## src/rtl/layer_load_sched_if.sv

```systemverilog
// Byte-stream input and layer-RAM write bus of the frame-load scheduler.
// The scheduler uses the slave modport; the stream source uses master.
interface layer_load_sched_if #(
    parameter int LAYERS = 8
);
    logic              frame_start_in;
    logic              byte_valid_in;
    logic [7:0]        byte_data_in;
    logic [LAYERS-1:0] wr_en_out;
    logic [5:0]        wr_addr_out;
    logic [7:0]        wr_data_out;
    logic [3:0]        wr_byte_en_out;
    logic [LAYERS-1:0] wr_done_out;
    logic              busy_out;
    logic              frame_done_out;
    logic              overflow_err_out;

    modport slave (
        input  frame_start_in, byte_valid_in, byte_data_in,
        output wr_en_out, wr_addr_out, wr_data_out, wr_byte_en_out,
        output wr_done_out, busy_out, frame_done_out, overflow_err_out
    );

    modport master (
        output frame_start_in, byte_valid_in, byte_data_in,
        input  wr_en_out, wr_addr_out, wr_data_out, wr_byte_en_out,
        input  wr_done_out, busy_out, frame_done_out, overflow_err_out
    );
endinterface

```

## src/rtl/layer_load_sched.sv

```systemverilog
// Frame-load scheduler: spreads a serial pixel-byte stream across LAYERS
// layer RAMs (64 x 32-bit words, MSB lane first) and flags each layer done.
module layer_load_sched #(
    parameter int LAYERS      = 8,
    parameter int LAYER_BYTES = 256
) (
    input  logic                 clk_in,
    input  logic                 rst_n_in,
    layer_load_sched_if.slave    bus
);
    typedef enum logic [1:0] {IDLE, LOAD, DONE} state_t;

    state_t     state, state_nxt;
    logic [3:0] layer_cnt, layer_nxt;
    logic [7:0] byte_cnt, byte_nxt;
    logic [3:0] wr_layer;
    logic [7:0] wr_byte;
    logic       accept, last_byte, last_layer;
    logic       ovf_nxt;
    logic       last_q;

    // A frame_start in the same cycle as a byte makes that byte byte 0 of
    // layer 0, so the write position is taken from the restarted counters.
    always_comb begin
        accept     = bus.byte_valid_in && (bus.frame_start_in || state == LOAD);
        wr_layer   = bus.frame_start_in ? '0 : layer_cnt;
        wr_byte    = bus.frame_start_in ? '0 : byte_cnt;
        last_byte  = (wr_byte == 8'(LAYER_BYTES - 1));
        last_layer = (wr_layer == 4'(LAYERS - 1));

        state_nxt = state;
        layer_nxt = wr_layer;
        byte_nxt  = wr_byte;

        if (bus.frame_start_in)
            state_nxt = LOAD;
        else if (state == DONE)
            state_nxt = IDLE;

        if (accept) begin
            if (last_byte) begin
                byte_nxt  = '0;
                layer_nxt = last_layer ? '0 : wr_layer + 4'd1;
                if (last_layer)
                    state_nxt = DONE;
            end else begin
                byte_nxt = wr_byte + 8'd1;
            end
        end

        ovf_nxt = bus.overflow_err_out;
        if (bus.frame_start_in)
            ovf_nxt = 1'b0;
        else if (bus.byte_valid_in && !accept)
            ovf_nxt = 1'b1;
    end

    always_ff @(posedge clk_in or negedge rst_n_in) begin
        if (!rst_n_in) begin
            state     <= IDLE;
            layer_cnt <= '0;
            byte_cnt  <= '0;
        end else begin
            state     <= state_nxt;
            layer_cnt <= layer_nxt;
            byte_cnt  <= byte_nxt;
        end
    end

    always_ff @(posedge clk_in or negedge rst_n_in) begin
        if (!rst_n_in) begin
            bus.wr_en_out        <= '0;
            bus.wr_addr_out      <= '0;
            bus.wr_data_out      <= '0;
            bus.wr_byte_en_out   <= '0;
            bus.wr_done_out      <= '0;
            bus.frame_done_out   <= 1'b0;
            bus.overflow_err_out <= 1'b0;
            last_q               <= 1'b0;
        end else begin
            bus.wr_en_out        <= accept ? (LAYERS'(1) << wr_layer) : '0;
            if (accept) begin
                bus.wr_addr_out    <= wr_byte[7:2];
                bus.wr_data_out    <= bus.byte_data_in;
                bus.wr_byte_en_out <= 4'b1000 >> wr_byte[1:0];
            end
            last_q               <= accept && last_byte;
            bus.wr_done_out      <= last_q ? bus.wr_en_out : '0;
            bus.frame_done_out   <= last_q && bus.wr_en_out[LAYERS-1];
            bus.overflow_err_out <= ovf_nxt;
        end
    end

    assign bus.busy_out = (state == LOAD);
endmodule

```

## src/flat_wrapper.sv

```systemverilog
// flat-port wrapper written by rule: the top's interface ports become plain ports
module layer_load_sched_flat 
#(
    parameter int LAYERS      = 8,
    parameter int LAYER_BYTES = 256
)
  (clk_in, rst_n_in, bus_frame_start_in, bus_byte_valid_in, bus_byte_data_in, bus_wr_en_out, bus_wr_addr_out, bus_wr_data_out, bus_wr_byte_en_out, bus_wr_done_out, bus_busy_out, bus_frame_done_out, bus_overflow_err_out);
  layer_load_sched_if #(.LAYERS(LAYERS)) bus_i ();
  input  logic clk_in;
  input  logic rst_n_in;
  input wire logic [$bits(bus_i.frame_start_in)-1:0] bus_frame_start_in;
  input wire logic [$bits(bus_i.byte_valid_in)-1:0] bus_byte_valid_in;
  input wire logic [$bits(bus_i.byte_data_in)-1:0] bus_byte_data_in;
  output wire logic [$bits(bus_i.wr_en_out)-1:0] bus_wr_en_out;
  output wire logic [$bits(bus_i.wr_addr_out)-1:0] bus_wr_addr_out;
  output wire logic [$bits(bus_i.wr_data_out)-1:0] bus_wr_data_out;
  output wire logic [$bits(bus_i.wr_byte_en_out)-1:0] bus_wr_byte_en_out;
  output wire logic [$bits(bus_i.wr_done_out)-1:0] bus_wr_done_out;
  output wire logic [$bits(bus_i.busy_out)-1:0] bus_busy_out;
  output wire logic [$bits(bus_i.frame_done_out)-1:0] bus_frame_done_out;
  output wire logic [$bits(bus_i.overflow_err_out)-1:0] bus_overflow_err_out;
  assign bus_i.frame_start_in = bus_frame_start_in;
  assign bus_i.byte_valid_in = bus_byte_valid_in;
  assign bus_i.byte_data_in = bus_byte_data_in;
  assign bus_wr_en_out = bus_i.wr_en_out;
  assign bus_wr_addr_out = bus_i.wr_addr_out;
  assign bus_wr_data_out = bus_i.wr_data_out;
  assign bus_wr_byte_en_out = bus_i.wr_byte_en_out;
  assign bus_wr_done_out = bus_i.wr_done_out;
  assign bus_busy_out = bus_i.busy_out;
  assign bus_frame_done_out = bus_i.frame_done_out;
  assign bus_overflow_err_out = bus_i.overflow_err_out;
  layer_load_sched #(.LAYERS(LAYERS), .LAYER_BYTES(LAYER_BYTES)) u_core (.clk_in(clk_in), .rst_n_in(rst_n_in), .bus(bus_i));
endmodule
```

## config.mk

```make
export PLATFORM = sky130hd
export DESIGN_NAME = layer_load_sched_flat
export DESIGN_NICKNAME = d
export VERILOG_FILES = /design/src/rtl/layer_load_sched_if.sv /design/src/rtl/layer_load_sched.sv /design/src/flat_wrapper.sv
export SDC_FILE = /design/constraint.sdc
export NUM_CORES = 1
export LEC_CHECK = 0
export BUFFER_PORTS_ARGS = -buffer_cell sky130_fd_sc_hd__clkbuf_2
export CAP_MARGIN = 20
export CORE_MARGIN = 2
export CORE_UTILIZATION = 35
export DETAILED_ROUTE_END_ITERATION = 12
export GPL_TIMING_DRIVEN = 0
export PLACE_DENSITY = 0.55
export SETUP_SLACK_MARGIN = 0.15
export SLEW_MARGIN = 20
export SYNTH_ARGS = -nofsm -noshare
export SYNTH_HDL_FRONTEND = slang
export SYNTH_SLANG_ARGS = --single-unit
```

## constraint.sdc

```tcl
create_clock -name clk_in -period 1.8 [get_ports clk_in]
set_input_delay 0.27 -clock clk_in [delete_from_list [all_inputs] [get_ports clk_in]]
set_output_delay 0.27 -clock clk_in [all_outputs]
set_load 0.02 [all_outputs]
```

==> impl_metrics.sql <==
INSERT INTO impl_metrics (metric_group, metric, value, unit) VALUES
('run', 'cap_violations', '0', ''),
('logic_synthesis', 'syn_nets', '224', ''),
('setup_path', 'reg2reg_to', 'u_core.state[0]$_DFF_PN0_', ''),
('logic_synthesis', 'netlist-cell-type-count', '34', ''),
('sta', 'max_slew_margin', '54.5', '%'),
('finish', 'n_antenna_cell', '0', ''),
('logic_synthesis', 'synth_top_cell_by_area', 'sky130_fd_sc_hd__dfrtp_1', ''),
('drt', 'detail-route-antenna-nets', '0', ''),
('finish', 'finalNetCount', '287', ''),
('finish', 'drive_above_1_share', '32.1', '%'),
('placement', 'io_buffer_count', '47', ''),
('sta', 'setup_violations', '0', ''),
('power_and_ir_drop', 'pwr_density_cell', '793', 'nW/um2'),
('global_routing', 'maximum_number_of_pins_on_one_net_before_global_route_repair', '51', ''),
('cts', 'numCtsBuffers', '5', ''),
('sta', 'clock.fmax', '615', 'MHz'),
('cts', 'worst_setup_hold_path_clk_slew', '0.09', 'ns'),
('sta', 'final_max_slew_viol_count', '0', ''),
('setup_path', 'sum_of_buffers_and_inverters_on_the_critical_path', '1', ''),
('placement', 'dpl-instance-area', '2520', 'um2'),
('logic_synthesis', 'yosys_most_used_dff', 'sky130_fd_sc_hd__dfrtp_1', ''),
('drt', 'detailroute.via_count', '1571', ''),
('finish', 'multi_input_comb_area', '857', 'um2'),
('finish', 'postLayoutCellArea', '2730', 'um2'),
('placement', 'dp_worst_setup_slack', '-0.536', 'ns'),
('logic_synthesis', 'synth_edf_count', '0', ''),
('setup_path', 'crit_top_cell', 'sky130_fd_sc_hd__nand4b_1', ''),
('cts', 'clock_tree.buffer_depth', '2', ''),
('placement', 'placedCellCount', '326', ''),
('sta', 'finalHoldViolations', '0', ''),
('finish', 'flow.area_growth_from_synthesis', '27.4', '%'),
('logic_synthesis', 'synthesis.instances', '204', ''),
('finish', 'count_of_non_filler_cells_in_the_finished_layout', '343', ''),
('global_routing', 'grt.overflow.total', '0', ''),
('logic_synthesis', 'netlist_area', '2140', 'um2'),
('setup_path', 'setup_crit_end_kind', 'flop', ''),
('placement', 'post-dp-hpwl', '2880', 'um'),
('power_and_ir_drop', 'p_leak', '1.44', 'nW'),
('logic_synthesis', 'synthesis.area_per_instance', '10.5', 'um2'),
('logic_synthesis', 'postSynth.asyncResetShare', '100', '%'),
('drt', 'drt_iter0_markers', '74', ''),
('status', 'outcome', 'finished clean', ''),
('sta', 'rsz0062_at_grt', 'true', ''),
('setup_path', 'cp.required', '2.00', 'ns'),
('min_path', 'hp-class', 'in2async', ''),
('cts', 'cts.sinks', '50', ''),
('setup_path', 'timing.critical_path.max_delay_family', 'simple AND/OR/NAND/NOR gates', ''),
('floorplan', 'design.die.area', '6760', 'um2'),
('power_and_ir_drop', 'max-vdd-ir-drop', '0.318', 'mV'),
('setup_path', 'data_arrival_time_at_the_worst_slack_endpoint', '1.82', 'ns'),
('sta', 'clock-skew-final', '0.00631', 'ns'),
('setup_path', 'critical_path.reg2reg.startpoint', 'u_core.byte_cnt[0]$_DFF_PN0_', ''),
('cts', 'clock_latency', '0.30', 'ns'),
('floorplan', 'placement_rows', '28', ''),
('global_routing', 'global_route_usage_over_all_layers', '13.7', '%'),
('global_routing', 'grt_antenna_before_repair', '0', ''),
('setup_path', 'cp_slowest_stage_delay', '0.40', 'ns'),
('floorplan', 'die_height', '82.2', 'um'),
('logic_synthesis', 'synthDominantCellAreaShare', '58.4', '%'),
('logic_synthesis', 'yosys_register_bits', '50', ''),
('cts', 'hold_buffers', '0', ''),
('finish', 'fill_cells', '575', ''),
('logic_synthesis', 'sequential_to_total_area_share_from_yosys_stat', '58.4', '%'),
('placement', 'gp_congestion', '0.719', ''),
('setup_path', 'path_cells', 'nand2b_4, inv_4, ha_4, nand4b_1, nor4_4, nand4b_1, a21o_1', ''),
('cts', 'cts_tree', 'done', ''),
('global_routing', 'first_pass_grt_wire_length', '7030', 'um'),
('sta', 'worst_slew_pin_tran', '0.682', 'ns'),
('setup_path', 'setup.reg_to_reg.worst_slack', '0.17', 'ns'),
('setup_path', 'timing.critical_path.from_type', 'flop', ''),
('sta', 'min_period_over_period', '90.4', '%');
==> synth_stat cells (2+ instances only) <==
| master | instances |
|---|---|
| sky130_fd_sc_hd__nand4_1 | 5 |
| sky130_fd_sc_hd__inv_1 | 7 |
| sky130_fd_sc_hd__and2_1 | 9 |
| sky130_fd_sc_hd__buf_2 | 5 |
| sky130_fd_sc_hd__nor2b_1 | 8 |
| sky130_fd_sc_hd__xnor2_1 | 3 |
| sky130_fd_sc_hd__dfrtp_1 | 50 |
| sky130_fd_sc_hd__a21oi_1 | 3 |
| sky130_fd_sc_hd__o22ai_1 | 2 |
| sky130_fd_sc_hd__nor3_1 | 5 |
| sky130_fd_sc_hd__nand2b_1 | 6 |
| sky130_fd_sc_hd__clkbuf_1 | 2 |
| sky130_fd_sc_hd__buf_4 | 2 |
| sky130_fd_sc_hd__o21ai_0 | 9 |
| sky130_fd_sc_hd__nand2_1 | 48 |
| sky130_fd_sc_hd__mux2_2 | 3 |
| sky130_fd_sc_hd__nand3_1 | 2 |
| sky130_fd_sc_hd__nor2_1 | 10 |
| sky130_fd_sc_hd__and3_1 | 2 |
| sky130_fd_sc_hd__nand4b_1 | 2 |
| sky130_fd_sc_hd__ha_1 | 8 |
==> repair_timing <==
action / in CTS / in global routing
resized for setup: 2 / 8
setup buffers: 3 / 6
pin swaps: 2 / 2
endpoints found under the setup margin: 8 / 28
hold endpoints to repair: 0 / 0
==> through the flow <==
step / utilization (%) / TNS, ns
5_1_grt: 46.0 / 0
6_report: 46.0 / 0
2_1_floorplan: - / -0.00839
3_5_place_dp: 42.5 / -3.15
4_1_cts: 45.0 / 0
3_3_place_gp: 42.5 / -2.97
==> area by class of cell <==
| class | count | area share [%] |
|---|---|---|
| Multi-Input combinational cell | 138 | 31.4 |
| Tap cell | 75 | 3.44 |
| Clock buffer | 5 | 2.52 |
| Sequential cell | 50 | 45.9 |
| Timing Repair Buffer | 56 | 11.3 |
| Buffer | 9 | 2.71 |
| Inverter | 7 | 1.06 |
| Clock inverter | 3 | 1.65 |
==> logic make-up (layout without fill, tap and decap cells) <==
kind of cell | Yosys count | after routing | share of synthesized area [%]
adders and majority gates | 8 | 8 | 4.68
DFF | 50 | 50 | 58.4
muxes | 4 | 4 | 2.05
buffers and inverters | 16 | 80 | 3.45
AOI/OAI and AO/OA | 18 | 18 | 4.73
and+or+nand+nor | 104 | 104 | 25.0
xor gates and xnor gates | 4 | 4 | 1.64
==> layer usage <==
| layer | vias up | part of all wire [%] | global-route usage (%) |
|---|---|---|---|
| met4 | 0 | 1.3 | 5.00 |
| li1 | 796 | - | - |
| met5 | - | 0 | 0 |
| met3 | 5 | 4.3 | 2.72 |
| met1 | 732 | 49 | 19.5 |
| met2 | 38 | 45 | 20.7 |
==> sequential cells by signal, indices dropped and copies added, names as in the netlist <==
signal and count:
u_core.bus.frame_done_out 1, u_core.bus.overflow_err_out 1, u_core.bus.wr_addr_out 6, u_core.bus.wr_byte_en_out 4, u_core.bus.wr_data_out 8, u_core.bus.wr_done_out 7, u_core.bus.wr_en_out 8, u_core.byte_cnt 8
u_core.last_q 1, u_core.layer_cnt 4, u_core.state 2
==> power by group <==
group,switching (mW),total (mW),internal (mW)
Combinational,0.127,0.203,0.0764
Sequential,0.0166,1.17,1.15
Clock,0.377,0.791,0.414
Total,0.520,2.16,1.64
==> how the worst max path moves through the flow <==
stage / cells past startpoint / start / slack [ns] / to
floorplan: 8 / bus_frame_start_in / -0.008 / u_core.state[0]$_DFF_PN0_
global placement: 8 / bus_frame_start_in / -0.51 / u_core.state[0]$_DFF_PN0_
detailed placement: 8 / bus_frame_start_in / -0.54 / u_core.state[0]$_DFF_PN0_
CTS: 7 / u_core.byte_cnt[0]$_DFF_PN0_ / 0.15 / u_core.state[0]$_DFF_PN0_
global route: 7 / u_core.byte_cnt[0]$_DFF_PN0_ / 0.06 / u_core.state[0]$_DFF_PN0_
finish: 7 / u_core.byte_cnt[0]$_DFF_PN0_ / 0.17 / u_core.state[0]$_DFF_PN0_
==> cells in the final DEF (no fill, tap or decap), types with 2 or more instances in the layout <==
cell,instances
sky130_fd_sc_hd__inv_1,6
sky130_fd_sc_hd__a21oi_1,3
sky130_fd_sc_hd__buf_2,3
sky130_fd_sc_hd__buf_4,11
sky130_fd_sc_hd__nand4_1,5
sky130_fd_sc_hd__clkbuf_4,4
sky130_fd_sc_hd__o21ai_0,7
sky130_fd_sc_hd__nand2b_1,5
sky130_fd_sc_hd__and3_1,2
sky130_fd_sc_hd__and2_1,9
sky130_fd_sc_hd__o22ai_1,2
sky130_fd_sc_hd__nor2_1,9
sky130_fd_sc_hd__ha_1,7
sky130_fd_sc_hd__clkinvlp_4,2
sky130_fd_sc_hd__clkbuf_2,45
sky130_fd_sc_hd__xnor2_1,3
sky130_fd_sc_hd__nor2b_1,7
sky130_fd_sc_hd__clkbuf_8,5
sky130_fd_sc_hd__nor3_1,5
sky130_fd_sc_hd__nand4b_1,2
sky130_fd_sc_hd__mux2_2,3
sky130_fd_sc_hd__dfrtp_1,50
sky130_fd_sc_hd__nand2_1,47
Power figures use the tool's default switching activity.
